**src/rtl/cond_writeback_if.sv**
```systemverilog
// Handshake and datapath bundle between the ALU, the writeback stage
// and the register file write port.
interface cond_writeback_if;
    logic        in_valid;
    logic        in_ready;
    logic [31:0] Result;
    logic [63:0] ALUResult64;
    logic [3:0]  ALUFlags;
    logic [3:0]  Cond;
    logic [1:0]  FlagW;
    logic        RegW;
    logic        Long;
    logic [3:0]  RdLo;
    logic [3:0]  RdHi;
    logic        CondEx;
    logic [3:0]  Flags;
    logic        WE3;
    logic [3:0]  A3;
    logic [31:0] WD3;

    modport master (
        output in_valid, Result, ALUResult64, ALUFlags, Cond,
        output FlagW, RegW, Long, RdLo, RdHi,
        input  in_ready, CondEx, Flags, WE3, A3, WD3
    );

    modport slave (
        input  in_valid, Result, ALUResult64, ALUFlags, Cond,
        input  FlagW, RegW, Long, RdLo, RdHi,
        output in_ready, CondEx, Flags, WE3, A3, WD3
    );
endinterface

```
**src/rtl/cond_writeback.sv**
```systemverilog
// Conditional writeback stage: evaluates the ARM condition, updates NZCV
// and drives the single register file write port (one or two cycles).
module cond_writeback (
    input  logic               clk,
    input  logic               reset,
    cond_writeback_if.slave    bus
);

    typedef enum logic [1:0] {
        IDLE  = 2'd0,
        WB_LO = 2'd1,
        WB_HI = 2'd2
    } state_t;

    state_t      state_q, state_d;
    logic [3:0]  flags_q, flags_d;
    logic [31:0] lo_q, lo_d;
    logic [31:0] hi_q, hi_d;
    logic [3:0]  rdlo_q, rdlo_d;
    logic [3:0]  rdhi_q, rdhi_d;
    logic        long_q, long_d;
    logic        wen_q, wen_d;

    logic        flag_n, flag_z, flag_c, flag_v;
    logic        cond_ex;
    logic        ready;
    logic        accept;

    assign flag_n = flags_q[3];
    assign flag_z = flags_q[2];
    assign flag_c = flags_q[1];
    assign flag_v = flags_q[0];

    always_comb begin
        cond_ex = 1'b0;
        unique case (bus.Cond)
            4'b0000: cond_ex = flag_z;
            4'b0001: cond_ex = !flag_z;
            4'b0010: cond_ex = flag_c;
            4'b0011: cond_ex = !flag_c;
            4'b0100: cond_ex = flag_n;
            4'b0101: cond_ex = !flag_n;
            4'b0110: cond_ex = flag_v;
            4'b0111: cond_ex = !flag_v;
            4'b1000: cond_ex = flag_c & !flag_z;
            4'b1001: cond_ex = !flag_c | flag_z;
            4'b1010: cond_ex = (flag_n == flag_v);
            4'b1011: cond_ex = (flag_n != flag_v);
            4'b1100: cond_ex = !flag_z & (flag_n == flag_v);
            4'b1101: cond_ex = flag_z | (flag_n != flag_v);
            4'b1110: cond_ex = 1'b1;
            4'b1111: cond_ex = 1'b1;
            default: cond_ex = 1'b0;
        endcase
    end

    // A long op occupies the port for two cycles, so stall during its lo write
    assign ready  = (state_q == IDLE)
                  | ((state_q == WB_LO) & !long_q)
                  | (state_q == WB_HI);
    assign accept = bus.in_valid & ready;

    always_comb begin
        state_d = state_q;
        flags_d = flags_q;
        lo_d    = lo_q;
        hi_d    = hi_q;
        rdlo_d  = rdlo_q;
        rdhi_d  = rdhi_q;
        long_d  = long_q;
        wen_d   = wen_q;

        if (accept) begin
            lo_d   = bus.Long ? bus.ALUResult64[31:0] : bus.Result;
            hi_d   = bus.ALUResult64[63:32];
            rdlo_d = bus.RdLo;
            rdhi_d = bus.RdHi;
            long_d = bus.Long;
            wen_d  = bus.RegW & cond_ex;
            if (cond_ex && bus.FlagW[1]) begin
                flags_d[3:2] = bus.ALUFlags[3:2];
            end
            if (cond_ex && bus.FlagW[0]) begin
                flags_d[1:0] = bus.ALUFlags[1:0];
            end
        end

        unique case (state_q)
            IDLE: begin
                if (accept) state_d = WB_LO;
            end
            WB_LO: begin
                if (long_q)      state_d = WB_HI;
                else if (accept) state_d = WB_LO;
                else             state_d = IDLE;
            end
            WB_HI: begin
                state_d = accept ? WB_LO : IDLE;
            end
            default: state_d = IDLE;
        endcase
    end

    always_ff @(posedge clk or negedge reset) begin
        if (!reset) begin
            state_q <= IDLE;
            flags_q <= 4'b0000;
            lo_q    <= 32'd0;
            hi_q    <= 32'd0;
            rdlo_q  <= 4'd0;
            rdhi_q  <= 4'd0;
            long_q  <= 1'b0;
            wen_q   <= 1'b0;
        end else begin
            state_q <= state_d;
            flags_q <= flags_d;
            lo_q    <= lo_d;
            hi_q    <= hi_d;
            rdlo_q  <= rdlo_d;
            rdhi_q  <= rdhi_d;
            long_q  <= long_d;
            wen_q   <= wen_d;
        end
    end

    // Write port is decoded from registered state only
    always_comb begin
        bus.WE3 = 1'b0;
        bus.A3  = 4'd0;
        bus.WD3 = 32'd0;
        unique case (state_q)
            WB_LO: begin
                bus.WE3 = wen_q;
                bus.A3  = rdlo_q;
                bus.WD3 = lo_q;
            end
            WB_HI: begin
                bus.WE3 = wen_q;
                bus.A3  = rdhi_q;
                bus.WD3 = hi_q;
            end
            default: begin
                bus.WE3 = 1'b0;
                bus.A3  = 4'd0;
                bus.WD3 = 32'd0;
            end
        endcase
    end

    assign bus.in_ready = ready;
    assign bus.CondEx   = cond_ex;
    assign bus.Flags    = flags_q;

endmodule

```
**src/flat_wrapper.sv**
```systemverilog
// flat-port wrapper written by rule: the top's interface ports become plain ports
module cond_writeback_flat 
  (clk, reset, bus_in_valid, bus_Result, bus_ALUResult64, bus_ALUFlags, bus_Cond, bus_FlagW, bus_RegW, bus_Long, bus_RdLo, bus_RdHi, bus_in_ready, bus_CondEx, bus_Flags, bus_WE3, bus_A3, bus_WD3);
  cond_writeback_if bus_i ();
  input  logic clk;
  input  logic reset;
  input wire logic [$bits(bus_i.in_valid)-1:0] bus_in_valid;
  input wire logic [$bits(bus_i.Result)-1:0] bus_Result;
  input wire logic [$bits(bus_i.ALUResult64)-1:0] bus_ALUResult64;
  input wire logic [$bits(bus_i.ALUFlags)-1:0] bus_ALUFlags;
  input wire logic [$bits(bus_i.Cond)-1:0] bus_Cond;
  input wire logic [$bits(bus_i.FlagW)-1:0] bus_FlagW;
  input wire logic [$bits(bus_i.RegW)-1:0] bus_RegW;
  input wire logic [$bits(bus_i.Long)-1:0] bus_Long;
  input wire logic [$bits(bus_i.RdLo)-1:0] bus_RdLo;
  input wire logic [$bits(bus_i.RdHi)-1:0] bus_RdHi;
  output wire logic [$bits(bus_i.in_ready)-1:0] bus_in_ready;
  output wire logic [$bits(bus_i.CondEx)-1:0] bus_CondEx;
  output wire logic [$bits(bus_i.Flags)-1:0] bus_Flags;
  output wire logic [$bits(bus_i.WE3)-1:0] bus_WE3;
  output wire logic [$bits(bus_i.A3)-1:0] bus_A3;
  output wire logic [$bits(bus_i.WD3)-1:0] bus_WD3;
  assign bus_i.in_valid = bus_in_valid;
  assign bus_i.Result = bus_Result;
  assign bus_i.ALUResult64 = bus_ALUResult64;
  assign bus_i.ALUFlags = bus_ALUFlags;
  assign bus_i.Cond = bus_Cond;
  assign bus_i.FlagW = bus_FlagW;
  assign bus_i.RegW = bus_RegW;
  assign bus_i.Long = bus_Long;
  assign bus_i.RdLo = bus_RdLo;
  assign bus_i.RdHi = bus_RdHi;
  assign bus_in_ready = bus_i.in_ready;
  assign bus_CondEx = bus_i.CondEx;
  assign bus_Flags = bus_i.Flags;
  assign bus_WE3 = bus_i.WE3;
  assign bus_A3 = bus_i.A3;
  assign bus_WD3 = bus_i.WD3;
  cond_writeback u_core (.clk(clk), .reset(reset), .bus(bus_i));
endmodule
```
**config.mk**
```make
export PLATFORM = sky130hd
export DESIGN_NAME = cond_writeback_flat
export DESIGN_NICKNAME = d
export VERILOG_FILES = /design/src/rtl/cond_writeback_if.sv /design/src/rtl/cond_writeback.sv /design/src/flat_wrapper.sv
export SDC_FILE = /design/constraint.sdc
export NUM_CORES = 1
export LEC_CHECK = 0
export CAP_MARGIN = 10
export CORE_MARGIN = 5
export CORE_UTILIZATION = 40
export CTS_CLUSTER_DIAMETER = 40
export DETAILED_ROUTE_END_ITERATION = 7
export PLACE_DENSITY = 0.78
export SYNTH_ARGS = -nofsm -noshare
export SYNTH_HDL_FRONTEND = slang
export SYNTH_SLANG_ARGS = --single-unit
```
**constraint.sdc**
```tcl
create_clock -name clk -period 2.2 [get_ports clk]
set_input_delay 0.66 -clock clk [delete_from_list [all_inputs] [get_ports clk]]
set_output_delay 0.66 -clock clk [all_outputs]
set_load 0.1 [all_outputs]
```
* Word-level counts from Yosys, hierarchy flattened
Cells that the tools add are included.
** Storage, ports and cells
- Logic and storage cells :: 60
- Input port bits :: 119
- Bits in registers :: 80
** Operators by class
- Bitwise logic cells :: 9
- Reduce and logical (&&, ||, !) cells :: 13
- Equality and inequality tests :: 20
- Muxes and demuxes :: 9
** Operator list (number)
- case mux 32 bit (2 select lines) :: 1
- == test 4 bit (second input constant) :: 8
- two-way mux 32 bit :: 1
- == test 4 x 3 -> 1 bit (second input constant) :: 4
- case mux 1 bit (15 select lines) :: 1
- == test 4 x 2 -> 1 bit (second input constant) :: 2
- case mux 4 bit (2 select lines) :: 1
- case mux 2 bit (3 select lines) :: 1
- bitwise AND 1 bit :: 5
- logical NOT 1 bit :: 5
- == test 4 x 1 -> 1 bit (second input constant) :: 1
- logical NOT 4 bit :: 1
- two-way mux 2 bit :: 2
- bitwise OR 1 bit :: 4
- AND reduction 2 bit :: 2
- OR reduction 2 bit :: 2
- == test 2 x 1 -> 1 bit (second input constant) :: 1
- == test 2 bit (second input constant) :: 1
- logical AND 1 bit :: 2
- logical NOT 2 bit :: 1
- two-way mux 1 bit :: 2
- != test 2 x 1 -> 1 bit (second input constant) :: 1
- == test 1 bit :: 1
- != test 1 bit :: 1

* Longest topological paths before layout
Gate-level depths: netlist of run 1.
- Word-level depth :: 8
- Mapped depth :: 11
- Mapped depth without buffers :: 8

* Worst setup path before layout of run 1
No wires, ideal clock.
- Path kind :: flip-flop to output port
- Start :: register u_core.flags_q[3], in the netlist u_core.bus.Flags[3]
- End :: output port bus_CondEx
- Buffers on the path :: 0
- Arrival :: 2999 ps
- Cell stages (with the launch flop) :: 7
- Data required time :: 1540 ps
- Path slack :: -1459 ps
- Cells stage by stage :: dfrtp_1 nand2b_2 xnor2_1 or3_1 nand4_2 nor2_1 nor2_1
** Between the ends
- Cells in the longest elaborated chain, start to end :: 3
- Elaborated cells between the ends (all ways) :: 6
- Those cells by class :: 2 x eq/ne; 1 x mux; 2 x bitwise; 1 x reduce/logical
** Ends and longest elaborated chain
- start: declaration :: line cond_writeback.sv:16 : logic [3:0] flags_q, flags_d;
- start signal: assignment :: line cond_writeback.sv:116 : flags_q <= flags_d;
- != test 1 bit / == test 1 bit (equally long branches)
- bitwise OR 1 bit / bitwise AND 1 bit (equally long branches) :: line cond_writeback.sv:50, cond_writeback.sv:49
- case mux 1 bit (15 select lines) * :: line cond_writeback.sv:36 : unique case (bus.Cond)
- end: declaration :: line flat_wrapper.sv:18 : output wire logic [$bits(bus_i.CondEx)-1:0] bus_CondEx;
Mark *: on every way between the ends. The rest lies on a longest branch, timed or not.

* Worst setup path in the final report of run 1
- Start :: input port bus_Cond[1]
- End :: output port bus_CondEx
** Between the ends
- Cells in the longest elaborated chain, start to end :: 3
- Elaborated cells between the ends (all ways) :: 18
- Those cells by class :: 15 x eq/ne; 1 x mux; 2 x reduce/logical
** Ends and longest elaborated chain
- start: declaration :: line flat_wrapper.sv:11 : input wire logic [$bits(bus_i.Cond)-1:0] bus_Cond;
- == test 4 bit :: line cond_writeback.sv:36
- OR reduction 2 bit (no source line)
- case mux 1 bit (15 select lines) * :: line cond_writeback.sv:36
Marked as above.

==> results.yml, run 1 <==
worst_hold_path:
  hp-class: "in2async"
grt:
  grtUsageMet2_pct: 43.1
  grt_usage_pct: 24.4
  antenna_found_initial: 0
  grt_overflow: 0
  grt_pass1_vias: 4279
  grt.busiest_layer: "met2"
  grt_pass1_wl_mm: 23.5
  use_met3_pct: 4.04
  use_met1_pct: 28.6
  grt_max_degree: 56
route:
  drt_iter0_drc: 218
  drc: 0
  drt-pass1-iter-count: 5
  drt_wl_total_mm: 16.0
  wire_per_inst_um: 22.1
  vias_per_cell: 5.45
  ant_nets: 0
  num_vias: 3929
cts:
  clock-sinks: 80
  cts_inserted_buffers: 9
  cts_tree: "yes"
  path_clk_slew_ps: 90
  htree_num_levels: 3
  cts_root_buf: "clkbuf_8"
  clk_latency_ps: 360
  clk_path_buf_depth: 2
placement:
  portBuffers: 161
  routabilityCongestion: 0.801
  placedCellCount: 664
  detailed_place_hpwl_mm: 8.84
  dpl_worst_slack_ps: -873
timing:
  drv_slew: 0
  worstMarginPinSlew_ps: 506
  fin_ws_ps: -542
  fmax_mhz: 365
  fin_skew_ps: 14.5
  setup_tns_ps: -14820
  maxSlewHeadroom_pct: 66.3
  post-route-min-period_ps: 2740
  finalCritPeriodShare_pct: 125
  rsz0062_at_grt: "true"
  setup_violations: 43
  finalHoldViolations: 0
power:
  p_per_area_nw_per_um2: 1640
  p_leak_nw: 3.34
  ir_drop_uv: 939
layout:
  multi_input_area_sq_um: 2550
  layout.nets: 703
  antenna_cells: 0
  regArea_sq_um: 2020
  syn_to_final_growth_pct: 96.1
  n_fill_cell: 565
  drive_gt1_share_pct: 46.2
  fin_cells: 721
setup_path:
  startpoint_type: "primary input"
  reg2reg_depth: 10
  worstSetupEndpointType: "primary output"
  critical_path.top_delay_family: "simple AND/OR/NAND/NOR gates"
  r2r_slack_ps: -320
  cp_common_cell: "nor2_4"
  worstPathArrival_ps: 2080
  cpMaxStageDelayCell: "dlygate4sd2_1"
  setup.worst_path.start: "bus_Cond[1]"
  crit_type: "in2out"
  crit_required_ps: 1540
  crit_chain: "dlygate4sd2_1, nor2b_1, nor3_1, a31oi_1, nand4_4, nor2_4, nor2_4, buf_12"
  critPathBufInv: 2
  path_max_fanout: 5
  r2r_start: "u_core.bus.Flags[0]"
  rr_endpoint: "u_core.bus.Flags[0]"
  max_stage_delay_ps: 310
flow_run:
  maxCapViolations: 0
outcome:
  status: "complete, but fails checks"
  violations: "negative setup slack"
floorplanning:
  coreArea_sq_um: 10100
  dieArea_sq_um: 12300
  die_h_um: 111
  die_w_um: 111
  rows: 37
  ios: 162
  initial_core_util_pct: 40.3
yosys:
  synth_fp_nets: 497
  seq_area_frac_synth_pct: 49.0
  synthArstFlopShare_pct: 100
  synth_top_cell_area_share_pct: 49.0
  ys.flop_type: "dfrtp_1"
  yosysMostFrequentCell: "dfrtp_1"
  synth_area_leaders: "dfrtp_1 (49%), mux2_2 (11%), mux2i_1 (7.8%), a22oi_1 (6.6%), nor2b_1 (5.7%)"
  synth_common_cells: "dfrtp_1 (80), mux2_2 (39), nand2_1 (37), nor2b_1 (37), a22oi_1 (36)"
  postSynthAreaPerCell_sq_um: 10.9
  synth_edf_count: 0
  ys_types: 38
  synth-seq-cells: 80
  syn_inst: 374
  synth_area_sq_um: 4090
  ys_warn_count: 0
  synth_top_cell_by_area: "dfrtp_1"
report_power, final:
| part | internal [mW] | switching [mW] | total (mW) |
|---|---|---|---|
| registers | 2.23 | 0.608 | 2.84 |
| clock network | 0.677 | 0.591 | 1.27 |
| logic | 4.35 | 4.70 | 9.04 |
metrics by stage:
stage / utilization [%] / instance area, sq um / hold slack [ps] / power (mW)
floorplan: - / 4500 / 364 / 7.32
global placement: 66.4 / 6730 / 461 / 9.39
detailed placement: 66.4 / 6730 / 462 / 9.56
CTS: 77.0 / 7810 / 269 / 12.7
global route: 79.1 / 8020 / 287 / 13.7
finish: 79.1 / 8020 / 262 / 13.1
placed cells by master (no fill, tap or decap), drive strengths merged:
cell type / instances
clkdlybuf4s50: 112
buf: 104
dfrtp: 80
mux2: 45
nand2: 38
nor2b: 37
a22oi: 36
o21ai: 34
mux2i: 32
clkbuf: 17
inv: 6
nor2: 5
ha: 4
o211ai: 3
nand2b: 3
nand3: 3
and2b: 2
nand3b: 2
o22ai: 2
bufinv: 2
clkdlybuf4s15: 2
nand4: 2
nor4b: 1
xor2: 1
xnor2: 1
or3: 1
nor3: 1
nor4: 1
a31oi: 1
o2bb2ai: 1
o311ai: 1
and2: 1
o41ai: 1
clkinvlp: 1
clkinv: 1
dlygate4sd2: 1
how the worst max path moves through the flow:
stage | to | slack [ps] | cells past startpoint
after floorplan | bus_CondEx | -360 | 7
after global placement | bus_CondEx | -740 | 8
after detailed placement | bus_CondEx | -870 | 8
after CTS | bus_CondEx | -440 | 7
after global routing | bus_CondEx | -580 | 8
final | bus_CondEx | -540 | 8
state kept, by name, indices dropped and copies added, names as in the netlist:
| signal | flops |
|---|---|
| u_core.hi_q | 32 |
| u_core.wen_q | 1 |
| u_core.rdlo_q | 4 |
| u_core.lo_q | 32 |
| u_core.long_q | 1 |
| u_core.rdhi_q | 4 |
| u_core.bus.Flags | 4 |
| u_core.state_q | 2 |
per-layer routing:
layer	vias up	wire length, um
met3	41	803
met1	1957	6320
li1	1753	-
met4	0	561
met2	178	8290
met5	-	0
what timing repair did:
item	4_1_cts	5_1_grt
setup buffers	20	11
setup endpoints to repair	43	81
pin swaps	21	28
cloned	11	7
endpoints found under the hold margin	0	0
hold buffers	0	0
resized for setup	93	27
logic make-up after synthesis:
logic type	count (synthesis)	share of synthesized area [%]
AO/OA/AOI/OAI	79	12.6
XOR/XNOR	2	0.428
adder cells (fa/ha/maj)	4	1.22
buffers and inverters	35	3.95
flip-flops	80	49.0
multiplexers	77	20.2
AND/OR/NAND/NOR	97	12.6
worst reg2reg max path, stage by stage (launching register included):
cell      delay [ps]
dfrtp_4          460
buf_6            110
and2b_2          210
o211ai_1         310
nand4_4          180
buf_4            170
buf_6            100
buf_4            120
o211ai_1         220
buf_4            180
mux2_1           340
area by class of cell:
class	instances	share of cell area (%)
clock buffer	10	1.72
tap	136	2.12
inverter	4	0.281
multi-input combinational	259	31.8
clock inverter	6	1.12
sequential	80	25.1
timing repair buffer	226	37.8
Note: power is estimated with default switching activity, not from simulation.
==> run 2: changes to the inputs <==
- SLEW_MARGIN: unset -> 0
==> results of run 2 <==
Final layout, timing and power as in run 1 (identical DEF).
